File: src/rtl/o_line_fetch_scheduler_if.sv
// Framebuffer burst-read port between the line fetch scheduler and memory.
// The scheduler is the master; the memory controller is the slave.
interface o_line_fetch_scheduler_if;
    logic        rd_req;
    logic [31:0] rd_addr;
    logic        rd_ack;
    logic        rd_valid;
    logic [31:0] rd_data;

    modport master (
        output rd_req,
        output rd_addr,
        input  rd_ack,
        input  rd_valid,
        input  rd_data
    );

    modport slave (
        input  rd_req,
        input  rd_addr,
        output rd_ack,
        output rd_valid,
        output rd_data
    );
endinterface

File: src/rtl/o_line_fetch_scheduler.sv
// Framebuffer-to-linebuffer fetch sequencer with ping-pong banks and underrun flag.
// Optional saturating underrun counter: define O_LINE_FETCH_STATS_EN.
module o_line_fetch_scheduler #(
    parameter int LB_ADDR_WIDTH  = 9,
    parameter int DISPLAY_WIDTH  = 640,
    parameter int DISPLAY_HEIGHT = 320,
    parameter int BURST_LEN      = 16
) (
    input  logic                     pclk,
    input  logic                     reset,
    input  logic                     req_frame,
    input  logic                     req_line,
    input  logic [31:0]              fb_base,
    o_line_fetch_scheduler_if.master mem,
    output logic                     lb_we,
    output logic [LB_ADDR_WIDTH-1:0] lb_addr,
    output logic [31:0]              lb_wdata,
    output logic                     display_bank,
    output logic                     busy,
    output logic                     underrun,
    input  logic                     underrun_clr,
    output logic [15:0]              underrun_count
);
    localparam int WORDS_PER_LINE  = DISPLAY_WIDTH / 4;
    localparam int BURSTS_PER_LINE = WORDS_PER_LINE / BURST_LEN;
    localparam int IW = LB_ADDR_WIDTH - 1;
    localparam int LW = $clog2(DISPLAY_HEIGHT + 1);
    localparam int BW = (BURSTS_PER_LINE > 1) ? $clog2(BURSTS_PER_LINE) : 1;
    localparam int TW = (BURST_LEN > 1) ? $clog2(BURST_LEN) : 1;

    localparam logic [LW-1:0] LAST_LINE  = LW'(DISPLAY_HEIGHT);
    localparam logic [BW-1:0] LAST_BURST = BW'(BURSTS_PER_LINE - 1);
    localparam logic [TW-1:0] LAST_BEAT  = TW'(BURST_LEN - 1);
    localparam logic [31:0]   WPL32      = 32'(WORDS_PER_LINE);
    localparam logic [31:0]   BL32       = 32'(BURST_LEN);

    typedef enum logic [1:0] {IDLE, REQ, DATA, DONE} state_t;

    state_t            state_q, state_d;
    logic [LW-1:0]     line_q, line_d;
    logic [BW-1:0]     burst_q, burst_d;
    logic [TW-1:0]     beat_q, beat_d;
    logic [IW-1:0]     widx_q, widx_d;
    logic [31:0]       base_q, base_d;
    logic [31:0]       pbase_q, pbase_d;
    logic              pend_frame_q, pend_frame_d;
    logic              pend_line_q, pend_line_d;
    logic              disp_q, disp_d;
    logic              under_q, under_d;
    logic              we_q, we_d;
    logic [LB_ADDR_WIDTH-1:0] waddr_q, waddr_d;
    logic [31:0]       wdata_q, wdata_d;

    logic              frame_ev, line_ev, busy_w, ur_ev;
    logic              do_frame, do_fetch;
    logic [LW-1:0]     line_inc;
    logic [31:0]       offset;

    assign frame_ev = req_frame;
    assign line_ev  = req_line & ~req_frame;
    assign busy_w   = (state_q != IDLE);
    assign ur_ev    = line_ev & busy_w;
    assign line_inc = line_q + 1'b1;
    assign offset   = (32'(line_q) * WPL32 + 32'(burst_q) * BL32) << 2;

    always_comb begin
        state_d      = state_q;
        line_d       = line_q;
        burst_d      = burst_q;
        beat_d       = beat_q;
        widx_d       = widx_q;
        base_d       = base_q;
        pbase_d      = (frame_ev & busy_w) ? fb_base : pbase_q;
        pend_frame_d = pend_frame_q | (frame_ev & busy_w);
        pend_line_d  = pend_line_q | ur_ev;
        disp_d       = disp_q;
        under_d      = ur_ev ? 1'b1 : (underrun_clr ? 1'b0 : under_q);
        we_d         = 1'b0;
        waddr_d      = waddr_q;
        wdata_d      = wdata_q;
        do_frame     = 1'b0;
        do_fetch     = 1'b0;

        unique case (state_q)
            IDLE: begin
                if (frame_ev) begin
                    do_frame = 1'b1;
                end else if (line_ev) begin
                    disp_d   = ~disp_q;
                    do_fetch = (line_q < LAST_LINE);
                end
            end
            REQ: begin
                if (mem.rd_ack) begin
                    state_d = DATA;
                    beat_d  = '0;
                end
            end
            DATA: begin
                if (mem.rd_valid) begin
                    we_d    = 1'b1;
                    wdata_d = mem.rd_data;
                    waddr_d = {~disp_q, widx_q};
                    widx_d  = widx_q + 1'b1;
                    beat_d  = beat_q + 1'b1;
                    if (beat_q == LAST_BEAT) begin
                        beat_d = '0;
                        // A pending frame restart cuts the line short at a burst boundary.
                        if (burst_q == LAST_BURST || pend_frame_d) begin
                            state_d = DONE;
                        end else begin
                            burst_d = burst_q + 1'b1;
                            state_d = REQ;
                        end
                    end
                end
            end
            DONE: begin
                line_d  = line_inc;
                state_d = IDLE;
                if (pend_frame_d) begin
                    do_frame = 1'b1;
                end else if (pend_line_d) begin
                    pend_line_d = 1'b0;
                    disp_d      = ~disp_q;
                    do_fetch    = (line_inc != LAST_LINE);
                end
            end
        endcase

        if (do_frame) begin
            base_d       = (state_q == IDLE || frame_ev) ? fb_base : pbase_q;
            line_d       = '0;
            pend_frame_d = 1'b0;
            pend_line_d  = 1'b0;
            do_fetch     = 1'b1;
        end
        if (do_fetch) begin
            state_d = REQ;
            burst_d = '0;
            beat_d  = '0;
            widx_d  = '0;
        end
    end

    always_ff @(posedge pclk or posedge reset) begin
        if (reset) begin
            state_q      <= IDLE;
            line_q       <= '0;
            burst_q      <= '0;
            beat_q       <= '0;
            widx_q       <= '0;
            base_q       <= '0;
            pbase_q      <= '0;
            pend_frame_q <= 1'b0;
            pend_line_q  <= 1'b0;
            disp_q       <= 1'b0;
            under_q      <= 1'b0;
            we_q         <= 1'b0;
            waddr_q      <= '0;
            wdata_q      <= '0;
        end else begin
            state_q      <= state_d;
            line_q       <= line_d;
            burst_q      <= burst_d;
            beat_q       <= beat_d;
            widx_q       <= widx_d;
            base_q       <= base_d;
            pbase_q      <= pbase_d;
            pend_frame_q <= pend_frame_d;
            pend_line_q  <= pend_line_d;
            disp_q       <= disp_d;
            under_q      <= under_d;
            we_q         <= we_d;
            waddr_q      <= waddr_d;
            wdata_q      <= wdata_d;
        end
    end

`ifdef O_LINE_FETCH_STATS_EN
    logic [15:0] cnt_q, cnt_d;

    always_comb begin
        cnt_d = cnt_q;
        if (underrun_clr) begin
            cnt_d = ur_ev ? 16'd1 : 16'd0;
        end else if (ur_ev && cnt_q != 16'hFFFF) begin
            cnt_d = cnt_q + 16'd1;
        end
    end

    always_ff @(posedge pclk or posedge reset) begin
        if (reset) cnt_q <= '0;
        else       cnt_q <= cnt_d;
    end

    assign underrun_count = cnt_q;
`else
    assign underrun_count = 16'd0;
`endif

    assign mem.rd_req  = (state_q == REQ);
    assign mem.rd_addr = (state_q == REQ) ? base_q + offset : 32'd0;
    assign lb_we        = we_q;
    assign lb_addr      = waddr_q;
    assign lb_wdata     = wdata_q;
    assign display_bank = disp_q;
    assign busy         = busy_w;
    assign underrun     = under_q;
endmodule

File: src/flat_wrapper.sv
// flat-port wrapper written by rule: the top's interface ports become plain ports
module o_line_fetch_scheduler_flat 
#(
    parameter int LB_ADDR_WIDTH  = 9,
    parameter int DISPLAY_WIDTH  = 640,
    parameter int DISPLAY_HEIGHT = 320,
    parameter int BURST_LEN      = 16
)
  (pclk, reset, req_frame, req_line, fb_base, lb_we, lb_addr, lb_wdata, display_bank, busy, underrun, underrun_clr, underrun_count, mem_rd_req, mem_rd_addr, mem_rd_ack, mem_rd_valid, mem_rd_data);
  o_line_fetch_scheduler_if mem_i ();
  input  logic pclk;
  input  logic reset;
  input  logic req_frame;
  input  logic req_line;
  input  logic [31:0] fb_base;
  output logic lb_we;
  output logic [LB_ADDR_WIDTH-1:0] lb_addr;
  output logic [31:0] lb_wdata;
  output logic display_bank;
  output logic busy;
  output logic underrun;
  input  logic underrun_clr;
  output logic [15:0] underrun_count;
  output wire logic [$bits(mem_i.rd_req)-1:0] mem_rd_req;
  output wire logic [$bits(mem_i.rd_addr)-1:0] mem_rd_addr;
  input wire logic [$bits(mem_i.rd_ack)-1:0] mem_rd_ack;
  input wire logic [$bits(mem_i.rd_valid)-1:0] mem_rd_valid;
  input wire logic [$bits(mem_i.rd_data)-1:0] mem_rd_data;
  assign mem_rd_req = mem_i.rd_req;
  assign mem_rd_addr = mem_i.rd_addr;
  assign mem_i.rd_ack = mem_rd_ack;
  assign mem_i.rd_valid = mem_rd_valid;
  assign mem_i.rd_data = mem_rd_data;
  o_line_fetch_scheduler #(.LB_ADDR_WIDTH(LB_ADDR_WIDTH), .DISPLAY_WIDTH(DISPLAY_WIDTH), .DISPLAY_HEIGHT(DISPLAY_HEIGHT), .BURST_LEN(BURST_LEN)) u_core (.pclk(pclk), .reset(reset), .req_frame(req_frame), .req_line(req_line), .fb_base(fb_base), .mem(mem_i), .lb_we(lb_we), .lb_addr(lb_addr), .lb_wdata(lb_wdata), .display_bank(display_bank), .busy(busy), .underrun(underrun), .underrun_clr(underrun_clr), .underrun_count(underrun_count));
endmodule
File: config.mk
export PLATFORM = sky130hd
export DESIGN_NAME = o_line_fetch_scheduler_flat
export DESIGN_NICKNAME = d
export VERILOG_FILES = /design/src/rtl/o_line_fetch_scheduler_if.sv /design/src/rtl/o_line_fetch_scheduler.sv /design/src/flat_wrapper.sv
export SDC_FILE = /design/constraint.sdc
export NUM_CORES = 1
export LEC_CHECK = 0
export ABC_AREA = 1
export ABC_CLOCK_PERIOD_IN_PS = 6100
export CAP_MARGIN = 20
export CORE_ASPECT_RATIO = 0.6
export CORE_UTILIZATION = 46
export DETAILED_ROUTE_END_ITERATION = 12
export PLACE_DENSITY = 0.73
export REMOVE_ABC_BUFFERS = 1
export SETUP_SLACK_MARGIN = 0.5
export SYNTH_ARGS = -nofsm -noshare
export SYNTH_HDL_FRONTEND = slang
export SYNTH_SLANG_ARGS = --single-unit
File: constraint.sdc
create_clock -name pclk -period 6.1 [get_ports pclk]
set_clock_uncertainty 0.1 [all_clocks]
set_input_delay 1.525 -clock pclk [delete_from_list [all_inputs] [get_ports pclk]]
set_output_delay 1.525 -clock pclk [all_outputs]
set_load 0.05 [all_outputs]
==> flow_summary.yaml, run 1 <==
sta:
  hold_viol: 0
  slew_viol_final: 0
  rsz0062_at_grt: "yes"
  clock.fmax_ghz: 0.174
  slew-limit-headroom: 0.425
  min_period_ns: 5.73
  finalSetupTns_ns: 0
  period_share: 0.940
  layout_setup_ws_ns: 0.368
  setup_violations: 0
  timing.hold.ws_ns: 0.375
  tightest_slew_ns: 0.860
cells_and_area:
  multi_input_area_sq_mm: 0.00445
  syn2layout_area_growth_pct: 39.1
  nets: 1299
  regArea_sq_mm: 0.00344
  final_cell_mix: "nand2_1, clkdlybuf4s50_1, dfrtp_1"
  nFillCells: 1343
  antennaDiodeCount: 0
  drive_above_1_share: 0.184
  final_common_cell: "nand2_1"
die:
  rows: 36
  coreArea_sq_mm: 0.0165
  die_area_sq_mm: 0.0176
  start_util: 0.477
  chipHeight_microns: 103
  dieWidth_microns: 171
  io_pins: 165
power:
  power_density_mw_per_mm2: 508
  power.switching_uw: 2700
  intPower_uw: 2860
  power_frac_clock: 0.188
  p_leak_uw: 0.00523
  pwr-share-comb: 0.536
  switching_share: 0.485
  ir_drop_mv: 0.275
  seq_power_share: 0.276
  p_total_uw: 5560
synth:
  synth_flop_cell: "dfrtp_1"
  synthArstFlopShare: 1.00
  synth-seq-cells: 137
  syn_inst: 1012
  yosys.cell_types.count: 39
  synth_edf_count: 0
  postSynthAreaPerCell_sq_um: 7.77
  syn_area_sq_mm: 0.00786
  synth.yosys.seq_area_share: 0.436
  ys.warnings.count: 0
placement:
  place_hpwl_microns: 13800
  place.gp.congestion: 0.934
  portBuffers: 148
  dp_slack_ns: 0.392
drt:
  drt-wirelength-per-cell_microns: 15.4
  vias: 7204
  post-route-drc-count: 0
  antenna_left: 0
  routed_wirelength_microns: 22000
  drtIter0Drc: 626
  viasPerCell: 5.06
  dr.pass1.iters: 4
grt:
  antenna_found_initial: 0
  grt_max_degree: 110
  first_global_vias: 6541
  grt_pass1_wl_microns: 33300
  gr-usage-all-layers: 0.244
  globalRouteOverflowTotal: 0
setup_path:
  path_class: "reg -> out"
  required_ns: 4.47
  crit_fanout: 4
  r2r_slack_ns: 2.68
  max_stage_delay_ns: 0.57
  cp_cell_sequence: "ha_4 > ha_4 > fa_2 > inv_2 > nor2_4 > nand2_2 > nor2_4 > nand2_2 > nor2_4 > xor2_2 > ha_4 > nand2_2 > nor2_4 > nand2_2 > o21ai_4 > nand3_2 > nor2_2 > nor2_1 > nor2_2 > buf_12"
  rr_startpoint: "u_core.state_q[0]"
  crit_start: "u_core.line_q[3]"
  critPathSlowestCell: "fa_2"
  cp.arrival_ns: 4.11
  cp-end-kind: "output pin"
  cp-start-kind: "flop"
cts:
  clock-sinks: 137
  cts_hold_buf: 0
  cts-buffers-inserted: 17
  clkLatencyLatePin_ns: 0.42
  cts_buffer_depth: 2
  path_clk_slew_ns: 0.06
  htreeDepth: 4
  cts_tree: "done"
  clockRootBuffer: "clkbuf_16"
run_status:
  status: "complete, no violations"
run:
  maxCapViolations: 0
hold_path:
  worstHoldStart: "u_core.lb_wdata[20]"
  worstHoldPathType: "reg -> reg"
[final cells by class]
class | instances | area share
Clock buffer | 20 | 0.0418
Multi-Input combinational cell | 753 | 0.407
Sequential cell | 137 | 0.315
Tap cell | 228 | 0.0261
Clock inverter | 12 | 0.0119
Inverter | 89 | 0.0310
Timing Repair Buffer | 185 | 0.168
[synth_stat cells (3+ instances only)]
cell	count	area, sq um
clkbuf_1	21	78.8
nand2_2	5	31.3
nor2_1	76	285
buf_4	16	120
nor2_2	14	87.6
a31oi_1	25	156
nand3_1	36	180
inv_1	82	308
nand2_1	354	1330
nand4_1	14	87.6
a21o_1	4	30.0
inv_2	7	26.3
dfrtp_1	137	3430
o22ai_1	5	31.3
xor2_1	24	210
xnor2_1	5	43.8
buf_2	3	15.0
nor2_4	3	33.8
nor3_1	8	40.0
o21ai_0	56	280
buf_6	6	67.6
o211ai_1	10	75.1
a21oi_1	39	195
fa_1	3	60.1
ha_1	42	526
[layer usage]
metal	global-route usage	vias to the layer above	wire, microns
li1	-	3572	-
met1	0.370	3404	10500
met2	0.355	203	9990
met3	0.0506	25	1210
met4	0.0561	0	253
met5	0	-	0
[critical path, delay by kind of cell, from the launching register on]
kind / cells / cell delay, ns
and+or+nand+nor: 12 / 1.34
adders and majority gates: 4 / 1.29
DFF: 1 / 0.45
AOI/OAI and AO/OA: 1 / 0.27
buffers and inverters: 2 / 0.22
xor gates and xnor gates: 1 / 0.10
[stage by stage]
| step | area, sq um | utilization | cells |
|---|---|---|---|
| after CTS | 10400 | 0.633 | 1413 |
| final | 10900 | 0.663 | 1424 |
| after detailed placement | 9490 | 0.576 | 1362 |
| after global placement | 9490 | 0.576 | 1362 |
| after global routing | 10900 | 0.663 | 1424 |
| after floorplan | 7610 | - | 979 |
[logic make-up after synthesis]
kind of cell | Yosys count | share of synthesized area
fa+ha+maj | 45 | 0.0745
xor+xnor | 29 | 0.0323
compound gates | 146 | 0.105
buf+inv | 138 | 0.0812
flops | 137 | 0.436
simple gates | 515 | 0.269
mux | 1 | 0.00127
other cells | 1 | 0.000477
[flip-flops by register name, indices dropped and copies added (netlist names)]
name                 count
u_core.beat_q            4
u_core.pbase_q          32
u_core.pend_line_q       1
u_core.lb_we             1
u_core.display_bank      1
u_core.lb_wdata         32
u_core.burst_q           4
u_core.pend_frame_q      1
u_core.line_q            9
u_core.underrun          1
u_core.widx_q            8
u_core.lb_addr           9
u_core.state_q           2
u_core.base_q           32
[final timing paths]
path,end,cells past startpoint
max,mem_rd_addr[28],20
min,u_core.lb_wdata[20],2
max reg2reg,u_core.widx_q[7],12
min reg2reg,u_core.lb_wdata[20],2
max in group asynchronous,u_core.line_q[7],4
min in group asynchronous,u_core.pbase_q[31],2
[power by group through the flow]
stage	combinational, uW	sequential (uW)	clock [uW]
after CTS	2850	1510	1060
after floorplan	1470	1890	0
after detailed placement	2740	1520	0
after global routing	3230	1570	1100
after global placement	2710	1520	0
final	2980	1530	1040
[what timing repair did]
action,CTS,global route
gates cloned,0,0
gates resized for setup,63,92
setup buffers,19,10
setup endpoints to repair,20,21
pin swaps,20,48
Note: power is estimated with default switching activity, not from simulation.
==> inputs of run 2 (changes only) <==
--- a/config.mk
+++ b/config.mk
@@ -11,7 +11,7 @@
 export CORE_ASPECT_RATIO = 0.6
 export CORE_UTILIZATION = 46
 export DETAILED_ROUTE_END_ITERATION = 12
-export PLACE_DENSITY = 0.73
+export PLACE_DENSITY = 0.83
 export REMOVE_ABC_BUFFERS = 1
 export SETUP_SLACK_MARGIN = 0.5
 export SYNTH_ARGS = -nofsm -noshare
==> constraint.sdc (replaced) <==
create_clock -name pclk -period 6.1 [get_ports pclk]
set_clock_uncertainty 0.1 [all_clocks]
set_input_delay 1.22 -clock pclk [delete_from_list [all_inputs] [get_ports pclk]]
set_output_delay 1.22 -clock pclk [all_outputs]
set_load 0.05 [all_outputs]
==> run 2 against run 1 <==
Setup slack improved by 0.22 ns. Maximum frequency rose by 3.9%. Clock power rose by 6%. Combinational power fell by 6%. Sequential cell count did not move. Largest power group unchanged. Highest routed layer unchanged.
==> flow_summary.yaml, run 2 (synthesis gave the netlist of run 1 again) <==
cells_and_area:
  nets: 1277
  final_cell_mix: "nand2_1, dfrtp_1, clkdlybuf4s50_1"
  multi_input_area_sq_mm: 0.00411
  final_common_cell: "nand2_1"
  nFillCells: 1379
  drive_above_1_share: 0.125
  syn2layout_area_growth_pct: 31.8
  design_area_sq_mm: 0.0104
  regArea_sq_mm: 0.00344
  antennaDiodeCount: 0
grt:
  met3_usage: 0.0498
  antenna_found_initial: 0
  gr-usage-all-layers: 0.239
  grt_use_met2: 0.351
  grt_max_degree: 104
  globalRouteOverflowTotal: 0
  grt_pass1_wl_microns: 32900
  first_global_vias: 6539
  use_met1: 0.355
  top_usage_layer: "met1"
power:
  power_density_mw_per_mm2: 523
  p_leak_uw: 0.00511
  p_total_uw: 5420
  ir_drop_mv: 0.298
sta:
  tightest_slew_ns: 0.919
  slew_viol_final: 0
  setup_violations: 0
  hold_viol: 0
  period_share: 0.904
  layout_setup_ws_ns: 0.585
  slew-limit-headroom: 0.388
  clock.fmax_ghz: 0.181
  rsz0062_at_grt: "yes"
  min_period_ns: 5.51
  finalSetupTns_ns: 0
drt:
  antenna_left: 0
  drtIter0Drc: 667
  routed_wirelength_microns: 21000
  viasPerCell: 5.11
  drt-wirelength-per-cell_microns: 15.0
  dr.pass1.iters: 5
  post-route-drc-count: 0
  vias: 7161
die:
  rows: 36
  coreArea_sq_mm: 0.0165
  start_util: 0.477
  dieWidth_microns: 171
  die_area_sq_mm: 0.0176
  io_pins: 165
  chipHeight_microns: 103
placement:
  place_hpwl_microns: 14400
  dp_slack_ns: 0.154
  portBuffers: 148
  placed_cell_area_sq_mm: 0.00943
  place.gp.congestion: 0.921
setup_path:
  critPathMostFrequentCell: "ha_4"
  cp_cell_sequence: "ha_4 > ha_4 > fa_2 > inv_1 > nor2_2 > nand2_1 > nor2_2 > nand2_2 > nor2_4 > xor2_2 > ha_4 > a21oi_2 > o21ai_0 > a21oi_1 > nand2_2 > nand2_1 > o21ai_0 > a21oi_1 > buf_4"
  cp.arrival_ns: 4.19
  reg2reg_depth: 12
  cp-start-kind: "flop"
  required_ns: 4.78
  path_depth: 19
  path_delay_family: "adder cells"
  crit_fanout: 5
  critPathBufInv: 2
  path_class: "reg -> out"
  max_stage_delay_ns: 0.57
  cp-end-kind: "output pin"
  critPathSlowestCell: "fa_2"
cts:
  cts_tree: "done"
  clock-sinks: 137
  cts-buffers-inserted: 17
  clkLatencyLatePin_ns: 0.42
  path_clk_slew_ns: 0.07
  cts_buffer_depth: 2
  clockRootBuffer: "clkbuf_16"
  htreeDepth: 4
run:
  maxCapViolations: 0
run_status:
  status: "complete, no violations"
hold_path:
  worstHoldPathType: "reg -> reg"
  hold_depth: 2
-- run 2: changes by cell type in the layout (fill, tap and decap cells not counted), moves of 5 or more --
cell / delta
nor2_1: +8
a21oi_1: +8
ha_4: -12
nor2_4: -5
buf_4: -17
nand2_1: +8
ha_1: +10
nand2_2: -8
a21oi_2: -5
buf_12: -6
-- run 2: layer usage --
metal,routed length (microns),part of all wire,vias up
met5,0,0,-
met4,224,0.011,0
met3,1340,0.063,24
met2,9480,0.45,234
met1,10000,0.48,3382
li1,-,-,3521
-- run 2: area by class of cell --
cell class              instances  share of cell area
multi-input cells             753               0.397
flip-flops and latches        137               0.332
repair buffers                163               0.151
clock buffers                  18              0.0424
inverters                      89              0.0327
well taps                     228              0.0275
clock inverters                14              0.0173
-- run 2: path summary, 6_finish.rpt --
path	slack, ns	end	startpoint
worst max-delay path	0.59	mem_rd_addr[25]	u_core.line_q[1]
worst min-delay path	0.37	u_core.pbase_q[30]	u_core.pbase_q[30]
worst max register to register	2.71	u_core.widx_q[7]	u_core.state_q[0]
worst min register to register	0.37	u_core.pbase_q[30]	u_core.pbase_q[30]
max in group asynchronous	3.55	u_core.line_q[8]	reset
min in group asynchronous	1.27	u_core.lb_wdata[4]	reset
-- run 2: through the flow --
step | cells | hold WS, ns | util
finish | 1402 | 0.375 | 0.628
detailed placement | 1361 | 0.362 | 0.572
global placement | 1361 | 0.355 | 0.572
floorplan | 979 | 0.342 | -
global route | 1402 | 0.389 | 0.628
CTS | 1396 | 0.380 | 0.612
-- run 2: worst min-delay path: cells and delay by family (launching register included) --
family           cells  cell delay [ns]
DFF                  1             0.34
and+or+nand+nor      2             0.10
-- run 2: repair_timing --
action / in CTS / in global routing
endpoints found under the hold margin: 0 / 0
gates resized for setup: 76 / 59
pin swaps: 3 / 15
setup endpoints to repair: 18 / 18
hold buffers: 0 / 0
setup buffers: 3 / 6
-- run 2: power by group --
| part | leakage (uW) | internal (uW) | switching, uW |
|---|---|---|---|
| Combinational | 0.00310 | 874 | 1920 |
| Clock | 0.000301 | 633 | 463 |
| Sequential | 0.00171 | 1280 | 252 |
| Total | 0.00511 | 2780 | 2640 |
